## src/rtl/prime_cert_loader_pkg.sv

```systemverilog
// Shared types and constants for the certificate loader: FSM encodings,
// error codes, field selectors and record-layout helpers.
package prime_cert_pkg;

   localparam logic [1:0] S_LOAD    = 2'd0;
   localparam logic [1:0] S_PRESENT = 2'd1;
   localparam logic [1:0] S_DRAIN   = 2'd2;

   localparam logic [1:0] ERR_SHORT = 2'b01;
   localparam logic [1:0] ERR_LONG  = 2'b10;
   localparam logic [1:0] ERR_RANGE = 2'b11;

   localparam int OFS_PRIMES = 3;

   typedef enum logic [2:0] {
      FLD_TARGET,
      FLD_FACT1,
      FLD_FACT2,
      FLD_PRIMES,
      FLD_GENS,
      FLD_POWS
   } cert_field_e;

   function automatic int cert_total(input int n);
      return 3 + 2*n + n*n;
   endfunction

   function automatic int ofs_gens(input int n);
      return n + 3;
   endfunction

   function automatic int ofs_pows(input int n);
      return 2*n + 3;
   endfunction

endpackage

```

## src/rtl/prime_cert_loader_if.sv

```systemverilog
// Word-stream input and assembled-record output of the certificate loader.
interface prime_cert_loader_if #(
   parameter int BIT_WIDTH = 4,
   parameter int N         = 4
);
   logic                       in_valid;
   logic                       in_ready;
   logic [BIT_WIDTH-1:0]       in_data;
   logic                       in_last;
   logic                       out_valid;
   logic                       out_ready;
   logic [BIT_WIDTH-1:0]       target;
   logic [BIT_WIDTH-1:0]       fact1;
   logic [BIT_WIDTH-1:0]       fact2;
   logic [BIT_WIDTH*N-1:0]     all_primes;
   logic [BIT_WIDTH*N-1:0]     generators;
   logic [BIT_WIDTH*N*N-1:0]   pows;
   logic                       err;
   logic [1:0]                 err_code;
   logic [15:0]                rec_count;

   modport master (
      output in_valid, in_data, in_last, out_ready,
      input  in_ready, out_valid, target, fact1, fact2, all_primes,
             generators, pows, err, err_code, rec_count
   );

   modport slave (
      input  in_valid, in_data, in_last, out_ready,
      output in_ready, out_valid, target, fact1, fact2, all_primes,
             generators, pows, err, err_code, rec_count
   );
endinterface

```

## src/rtl/prime_cert_loader_field_decode.sv

```systemverilog
// Maps a record word index to the destination field and the slot within it.
module cert_field_decode
   import prime_cert_pkg::*;
#(
   parameter int N  = 4,
   parameter int IW = 5,
   parameter int SW = 4
) (
   input  logic [IW-1:0] idx,
   output cert_field_e   fld,
   output logic [SW-1:0] slot
);
   localparam int OG = ofs_gens(N);
   localparam int OP = ofs_pows(N);

   always_comb begin
      int pos;
      pos  = int'(idx);
      fld  = FLD_TARGET;
      slot = '0;
      if (pos == 1) begin
         fld = FLD_FACT1;
      end else if (pos == 2) begin
         fld = FLD_FACT2;
      end else if (pos >= OP) begin
         fld  = FLD_POWS;
         slot = SW'(pos - OP);
      end else if (pos >= OG) begin
         fld  = FLD_GENS;
         slot = SW'(pos - OG);
      end else if (pos >= OFS_PRIMES) begin
         fld  = FLD_PRIMES;
         slot = SW'(pos - OFS_PRIMES);
      end
   end
endmodule

```

## src/rtl/prime_cert_loader.sv

```systemverilog
// Certificate loader: assembles a word stream into a full certificate record.
// Define CERT_RANGE_CHECK_EN to reject records whose primes contain 0 or 1.
//
// state     | meaning
// S_LOAD    | accepting words into fields selected by idx
// S_PRESENT | record complete, out_valid high until consumer takes it
// S_DRAIN   | record overran its length, discard words up to in_last
module prime_cert_loader
   import prime_cert_pkg::*;
#(
   parameter int BIT_WIDTH = 4,
   parameter int N         = 4
) (
   input logic               clk,
   input logic               rst_n,
   prime_cert_loader_if.slave bus
);
   localparam int TOTAL = cert_total(N);
   localparam int IW    = $clog2(TOTAL);
   localparam int SW    = $clog2(N*N);

   logic [1:0]                state_q, state_d;
   logic [IW-1:0]             idx_q, idx_d;
   logic [BIT_WIDTH-1:0]      target_q, target_d;
   logic [BIT_WIDTH-1:0]      fact1_q, fact1_d;
   logic [BIT_WIDTH-1:0]      fact2_q, fact2_d;
   logic [BIT_WIDTH*N-1:0]    primes_q, primes_d;
   logic [BIT_WIDTH*N-1:0]    gens_q, gens_d;
   logic [BIT_WIDTH*N*N-1:0]  pows_q, pows_d;
   logic                      err_q, err_d;
   logic [1:0]                err_code_q, err_code_d;
   logic [15:0]               rec_count_q, rec_count_d;

   cert_field_e   fld;
   logic [SW-1:0] slot;
   logic          accept;
   logic          idx_last;
   logic          range_bad;

   cert_field_decode #(.N(N), .IW(IW), .SW(SW)) u_decode (
      .idx  (idx_q),
      .fld  (fld),
      .slot (slot)
   );

   assign accept   = bus.in_valid && (state_q != S_PRESENT);
   assign idx_last = (idx_q == IW'(TOTAL-1));

`ifdef CERT_RANGE_CHECK_EN
   logic range_flag_q, range_flag_d;
   logic word_bad;

   assign word_bad  = accept && (state_q == S_LOAD) && (fld == FLD_PRIMES)
                      && (bus.in_data <= BIT_WIDTH'(1));
   assign range_bad = range_flag_q || word_bad;

   // Flag lives for exactly one record, whatever way that record ends.
   always_comb begin
      range_flag_d = range_flag_q || word_bad;
      if (accept && bus.in_last) range_flag_d = 1'b0;
   end

   always_ff @(posedge clk or negedge rst_n) begin
      if (!rst_n) range_flag_q <= 1'b0;
      else        range_flag_q <= range_flag_d;
   end
`else
   assign range_bad = 1'b0;
`endif

   always_comb begin
      state_d     = state_q;
      idx_d       = idx_q;
      target_d    = target_q;
      fact1_d     = fact1_q;
      fact2_d     = fact2_q;
      primes_d    = primes_q;
      gens_d      = gens_q;
      pows_d      = pows_q;
      err_d       = 1'b0;
      err_code_d  = err_code_q;
      rec_count_d = rec_count_q;
      case (state_q)
         S_LOAD: begin
            if (accept) begin
               case (fld)
                  FLD_TARGET: target_d = bus.in_data;
                  FLD_FACT1:  fact1_d  = bus.in_data;
                  FLD_FACT2:  fact2_d  = bus.in_data;
                  FLD_PRIMES: primes_d[slot*BIT_WIDTH +: BIT_WIDTH] = bus.in_data;
                  FLD_GENS:   gens_d[slot*BIT_WIDTH +: BIT_WIDTH]   = bus.in_data;
                  default:    pows_d[slot*BIT_WIDTH +: BIT_WIDTH]   = bus.in_data;
               endcase
               if (bus.in_last) begin
                  idx_d = '0;
                  if (!idx_last) begin
                     err_d      = 1'b1;
                     err_code_d = ERR_SHORT;
                  end else if (range_bad) begin
                     err_d      = 1'b1;
                     err_code_d = ERR_RANGE;
                  end else begin
                     state_d = S_PRESENT;
                  end
               end else if (idx_last) begin
                  state_d = S_DRAIN;
               end else begin
                  idx_d = idx_q + 1'b1;
               end
            end
         end
         S_DRAIN: begin
            if (accept && bus.in_last) begin
               err_d      = 1'b1;
               err_code_d = ERR_LONG;
               idx_d      = '0;
               state_d    = S_LOAD;
            end
         end
         S_PRESENT: begin
            if (bus.out_ready) begin
               rec_count_d = rec_count_q + 16'd1;
               idx_d       = '0;
               state_d     = S_LOAD;
            end
         end
         default: begin
            state_d = S_LOAD;
            idx_d   = '0;
         end
      endcase
   end

   always_ff @(posedge clk or negedge rst_n) begin
      if (!rst_n) begin
         state_q     <= S_LOAD;
         idx_q       <= '0;
         target_q    <= '0;
         fact1_q     <= '0;
         fact2_q     <= '0;
         primes_q    <= '0;
         gens_q      <= '0;
         pows_q      <= '0;
         err_q       <= 1'b0;
         err_code_q  <= 2'b00;
         rec_count_q <= 16'd0;
      end else begin
         state_q     <= state_d;
         idx_q       <= idx_d;
         target_q    <= target_d;
         fact1_q     <= fact1_d;
         fact2_q     <= fact2_d;
         primes_q    <= primes_d;
         gens_q      <= gens_d;
         pows_q      <= pows_d;
         err_q       <= err_d;
         err_code_q  <= err_code_d;
         rec_count_q <= rec_count_d;
      end
   end

   assign bus.in_ready   = (state_q != S_PRESENT);
   assign bus.out_valid  = (state_q == S_PRESENT);
   assign bus.target     = target_q;
   assign bus.fact1      = fact1_q;
   assign bus.fact2      = fact2_q;
   assign bus.all_primes = primes_q;
   assign bus.generators = gens_q;
   assign bus.pows       = pows_q;
   assign bus.err        = err_q;
   assign bus.err_code   = err_code_q;
   assign bus.rec_count  = rec_count_q;
endmodule

```

## src/flat_wrapper.sv

```systemverilog
// flat-port wrapper written by rule: the top's interface ports become plain ports
module prime_cert_loader_flat import prime_cert_pkg::*;
#(
   parameter int BIT_WIDTH = 4,
   parameter int N         = 4
)
  (clk, rst_n, bus_in_valid, bus_in_data, bus_in_last, bus_out_ready, bus_in_ready, bus_out_valid, bus_target, bus_fact1, bus_fact2, bus_all_primes, bus_generators, bus_pows, bus_err, bus_err_code, bus_rec_count);
  prime_cert_loader_if #(.BIT_WIDTH(BIT_WIDTH), .N(N)) bus_i ();
  input logic clk;
  input logic rst_n;
  input wire logic [$bits(bus_i.in_valid)-1:0] bus_in_valid;
  input wire logic [$bits(bus_i.in_data)-1:0] bus_in_data;
  input wire logic [$bits(bus_i.in_last)-1:0] bus_in_last;
  input wire logic [$bits(bus_i.out_ready)-1:0] bus_out_ready;
  output wire logic [$bits(bus_i.in_ready)-1:0] bus_in_ready;
  output wire logic [$bits(bus_i.out_valid)-1:0] bus_out_valid;
  output wire logic [$bits(bus_i.target)-1:0] bus_target;
  output wire logic [$bits(bus_i.fact1)-1:0] bus_fact1;
  output wire logic [$bits(bus_i.fact2)-1:0] bus_fact2;
  output wire logic [$bits(bus_i.all_primes)-1:0] bus_all_primes;
  output wire logic [$bits(bus_i.generators)-1:0] bus_generators;
  output wire logic [$bits(bus_i.pows)-1:0] bus_pows;
  output wire logic [$bits(bus_i.err)-1:0] bus_err;
  output wire logic [$bits(bus_i.err_code)-1:0] bus_err_code;
  output wire logic [$bits(bus_i.rec_count)-1:0] bus_rec_count;
  assign bus_i.in_valid = bus_in_valid;
  assign bus_i.in_data = bus_in_data;
  assign bus_i.in_last = bus_in_last;
  assign bus_i.out_ready = bus_out_ready;
  assign bus_in_ready = bus_i.in_ready;
  assign bus_out_valid = bus_i.out_valid;
  assign bus_target = bus_i.target;
  assign bus_fact1 = bus_i.fact1;
  assign bus_fact2 = bus_i.fact2;
  assign bus_all_primes = bus_i.all_primes;
  assign bus_generators = bus_i.generators;
  assign bus_pows = bus_i.pows;
  assign bus_err = bus_i.err;
  assign bus_err_code = bus_i.err_code;
  assign bus_rec_count = bus_i.rec_count;
  prime_cert_loader #(.BIT_WIDTH(BIT_WIDTH), .N(N)) u_core (.clk(clk), .rst_n(rst_n), .bus(bus_i));
endmodule
```

## config.mk

```make
export PLATFORM = sky130hd
export DESIGN_NAME = prime_cert_loader_flat
export DESIGN_NICKNAME = d
export VERILOG_FILES = /design/src/rtl/prime_cert_loader_pkg.sv /design/src/rtl/prime_cert_loader_if.sv /design/src/rtl/prime_cert_loader_field_decode.sv /design/src/rtl/prime_cert_loader.sv /design/src/flat_wrapper.sv
export SDC_FILE = /design/constraint.sdc
export NUM_CORES = 1
export LEC_CHECK = 0
export ABC_AREA = 1
export BUFFER_PORTS_ARGS = -buffer_cell sky130_fd_sc_hd__clkbuf_2
export CAP_MARGIN = 0
export CORE_MARGIN = 1.5
export CORE_UTILIZATION = 54
export DETAILED_ROUTE_END_ITERATION = 7
export PLACE_DENSITY = 0.79
export SETUP_SLACK_MARGIN = 0.4
export SKIP_LAST_GASP = 1
export SLEW_MARGIN = 40
export SYNTH_ARGS = -nofsm -noshare
export SYNTH_HDL_FRONTEND = slang
export SYNTH_SLANG_ARGS = --single-unit
```

## constraint.sdc

```tcl
create_clock -name clk -period 3.45 [get_ports clk]
set_clock_uncertainty 0.05 [all_clocks]
set_input_delay 0.69 -clock clk [delete_from_list [all_inputs] [get_ports clk]]
set_output_delay 0.69 -clock clk [all_outputs]
set_load 0.005 [all_outputs]
```

==> flow_summary.ini <==
[routing]
postRouteWirelength_mm = 15.6
drt_pre_antenna_iters = 5
detail-route-antenna-nets = 0
avgRoutedWirePerCell_um = 15.1
post-route-drc-count = 0
first_iter_violations = 399
num_vias = 5474
vias_per_cell = 5.31

[power]
clkPwrFrac_pct = 36.5
power_per_cell_area_nw_per_um2 = 646
share_seq_of_total_power_pct = 34.9
p_int_mw = 3.28
fin_total_pwr_mw = 5.05
fraction_of_power_spent_switching_nets_pct = 35.1
net-switching-power_mw = 1.77
power.leakage_nw = 4.36
power_frac_comb_pct = 28.6
ir_worst_vdd_mv = 0.332

[floorplanning]
dieArea_um2 = 12200
chipHeight_um = 110
floorplan.die.width_um = 110
rows = 39
top_level_ports = 138
initial_utilization_pct = 55.0
core_area_um2 = 11300

[cells_and_area]
design_area_um2 = 7820
areaGrowthSynthToFinish_pct = 25.6
layout-drive-gt1-share_pct = 28.3
final_cells = 1031
final_core_util_pct = 69.0
final_net_count = 892
antenna_cells = 0

[global_route]
track_usage_pct = 27.3
total_congestion_overflow_after_global_routing = 0
wire_length_of_the_first_global_routing_pass_mm = 25.4
first_global_vias = 5137
pin_count_of_the_biggest_net_entering_global_routing = 56
grt_antenna_before_repair = 0

[critical_path]
critPathSlowestCell = dfrtp_1
timing.critical_path.from_type = flip-flop
timing.critical_path.depth = 18
critPathKind = reg -> reg
worst_setup_path_startpoint = u_core.idx_q[1]
worstSetupEndpointType = flip-flop
crit-reg2reg-launch = u_core.idx_q[1]
crit_family = simple AND/OR/NAND/NOR gates
worst_path_max_stage_delay_ns = 0.42
timing.critical_path.required_ns = 3.76
worstRegToRegCells = 18
critical_path.cell_chain = inv_1 > ha_1 > nand2_1 > nor2_2 > inv_2 > nand2_1 > inv_1 > nand3_1 > ha_2 > inv_1 > nand4_1 > nand2_4 > nor2_4 > inv_2 > nor2_4 > buf_4 > nand3_1 > nand2_1
critical_path_data_arrival_time_ns = 3.17
path_buf_inv = 6
critical_path_peak_fanout = 14

[status]
run_status = completed

[cts]
clk_root_buffer_cell = clkbuf_16
path_clk_slew_ns = 0.06
cts_made_buffers = 17
cts_tree = yes
clock_sinks = 134
clk-insertion-delay-late_ns = 0.41
hold_buffers = 0
cts_max_level = 4
max-clock-path-buffers = 2

[placed_design]
routabilityCongestion = 0.947
placedCellCount = 992
numPortBuffers = 137
dp_hpwl_mm = 10.9
detailed_place.area_um2 = 7100

[yosys]
post_synthesis_net_count = 733
netlist-cell-type-count = 36
synth_seq_cells = 134
syn-mean-instance-area_um2 = 8.68
yosys_warnings = 0
mappedNetlistArea_um2 = 6220
post_synth_inst_count = 717
ys_seq_area_share_pct = 53.9

[timing]
timing_hold_violations_final = 0
finalSetupTns_ns = 0
timing_worst_slew_pin_value_ns = 0.686
setup_viol = 0
final.min_clock_period_ns = 2.86
final_min_period_over_clock_period_pct = 82.9
slew_viol_final = 0
rsz0062_at_grt = no
worst_slew_margin_rel_pct = 54.3
achievable-frequency_mhz = 349

[hold_path]
timing.hold.worst.class = in -> async

[flow_run]
max-cap-violations = 0
routing by layer:
metal / global-route usage (%) / wire, um / vias to the layer above / part of all wire (%)
met5: 0 / 0 / - / 0
met4: 8.52 / 248 / 0 / 1.6
met3: 5.64 / 904 / 22 / 5.8
met2: 42.2 / 7370 / 190 / 47
met1: 38.7 / 7030 / 2626 / 45
li1: - / - / 2636 / -
synthesized netlist by cell type, drive strengths merged:
cell type / instances / area, um^2
nand2: 240 / 948
dfrtp: 134 / 3350
nand3: 83 / 465
inv: 64 / 243
nor2: 60 / 345
o21ai: 52 / 260
nand4: 17 / 121
nor3: 14 / 75.1
xor2: 11 / 96.3
a21oi: 9 / 45.0
buf: 8 / 48.8
ha: 7 / 87.6
xnor2: 5 / 43.8
clkbuf: 3 / 11.3
o22ai: 3 / 18.8
nor3b: 2 / 20.0
a211oi: 1 / 7.51
and2: 1 / 6.26
mux2: 1 / 11.3
o2111ai: 1 / 8.76
or2: 1 / 6.26
power by group through the flow:
stage	logic, mW	registers, mW	clock network (mW)
2_1_floorplan	0.923	1.79	0
3_3_place_gp	1.30	1.78	0
3_5_place_dp	1.31	1.79	0
4_1_cts	1.36	1.76	1.85
5_1_grt	1.59	1.78	1.93
6_report	1.44	1.76	1.84
stage by stage:
step	worst slack, ns	hold slack [ns]
detailed placement	0.356	0.409
CTS	0.409	0.301
floorplan	0.639	0.344
global route	0.392	0.330
global placement	0.479	0.406
finish	0.589	0.278
layout by cell type, fill, tap and decap left out, types with 2 or more instances in the layout:
| master | n |
|---|---|
| clkbuf_16 | 17 |
| o21ai_1 | 8 |
| nor2_2 | 7 |
| ha_1 | 5 |
| xor2_1 | 11 |
| nand2_1 | 221 |
| nor2_4 | 12 |
| clkinv_2 | 4 |
| buf_4 | 13 |
| o21ai_0 | 44 |
| nand2_4 | 2 |
| inv_6 | 2 |
| o22ai_1 | 3 |
| nand2_2 | 17 |
| nor3_2 | 2 |
| clkinvlp_4 | 2 |
| nor3_1 | 12 |
| bufinv_16 | 3 |
| nand3_2 | 7 |
| clkbuf_2 | 136 |
| inv_2 | 10 |
| clkbuf_8 | 2 |
| a21oi_1 | 9 |
| nor2_1 | 40 |
| inv_1 | 53 |
| nand3_1 | 74 |
| nand4_1 | 16 |
| dfrtp_1 | 133 |
| xnor2_1 | 5 |
| nor2_8 | 2 |
| nand3_4 | 2 |
flip-flops by register name (all words and copies together) (netlist names):
| name | cells |
|---|---|
| u_core.idx_q | 5 |
| u_core.bus.err_code | 2 |
| u_core.state_q | 2 |
| u_core.bus.err | 1 |
| u_core.bus.target | 4 |
| u_core.bus.rec_count | 16 |
| u_core.bus.fact2 | 4 |
| u_core.bus.generators | 16 |
| u_core.bus.fact1 | 4 |
| u_core.bus.all_primes | 16 |
| u_core.bus.pows | 64 |
path summary, 6_finish.rpt:
path | to | slack (ns)
max in group asynchronous | u_core.idx_q[0] | 2.24
max reg2reg | u_core.bus.all_primes[14] | 0.59
max | u_core.bus.all_primes[14] | 0.59
min | u_core.bus.rec_count[15] | 0.28
min reg2reg | u_core.bus.pows[41] | 0.42
min in group clk | u_core.bus.pows[41] | 0.42
logic make-up after synthesis:
kind of cell,after synthesis,synth area share (%)
DFF,134,53.9
buffers and inverters,75,4.87
xor gates and xnor gates,16,2.25
and+or+nand+nor,418,31.9
adders and majority gates,7,1.41
muxes,1,0.181
AOI/OAI and AO/OA,66,5.47
worst reg2reg max path, cell delays in order, from the launching register on:
cell and delay (ns):
dfrtp_1 0.42, inv_1 0.09, ha_1 0.19, nand2_1 0.08
nor2_2 0.19, inv_2 0.07, nand2_1 0.08, inv_1 0.10
nand3_1 0.09, ha_2 0.23, inv_1 0.09, nand4_1 0.15
nand2_4 0.16, nor2_4 0.23, inv_2 0.11, nor2_4 0.18
buf_4 0.16, nand3_1 0.07, nand2_1 0.08
layout make-up:
type | instances | area, um^2
clock buffer | 19 | 453
clock inverter | 12 | 151
fill | 916 | 3510
inverter | 64 | 243
multi-input combinational | 509 | 2640
sequential | 134 | 3350
tap | 143 | 179
timing repair buffer | 150 | 798
what timing repair did:
action	CTS	global route
buffers inserted	4	3
resized for setup	2	13
pin swaps	2	4
gates cloned	1	0
endpoints found under the setup margin	16	90
Note: power is estimated with default switching activity, not from simulation.
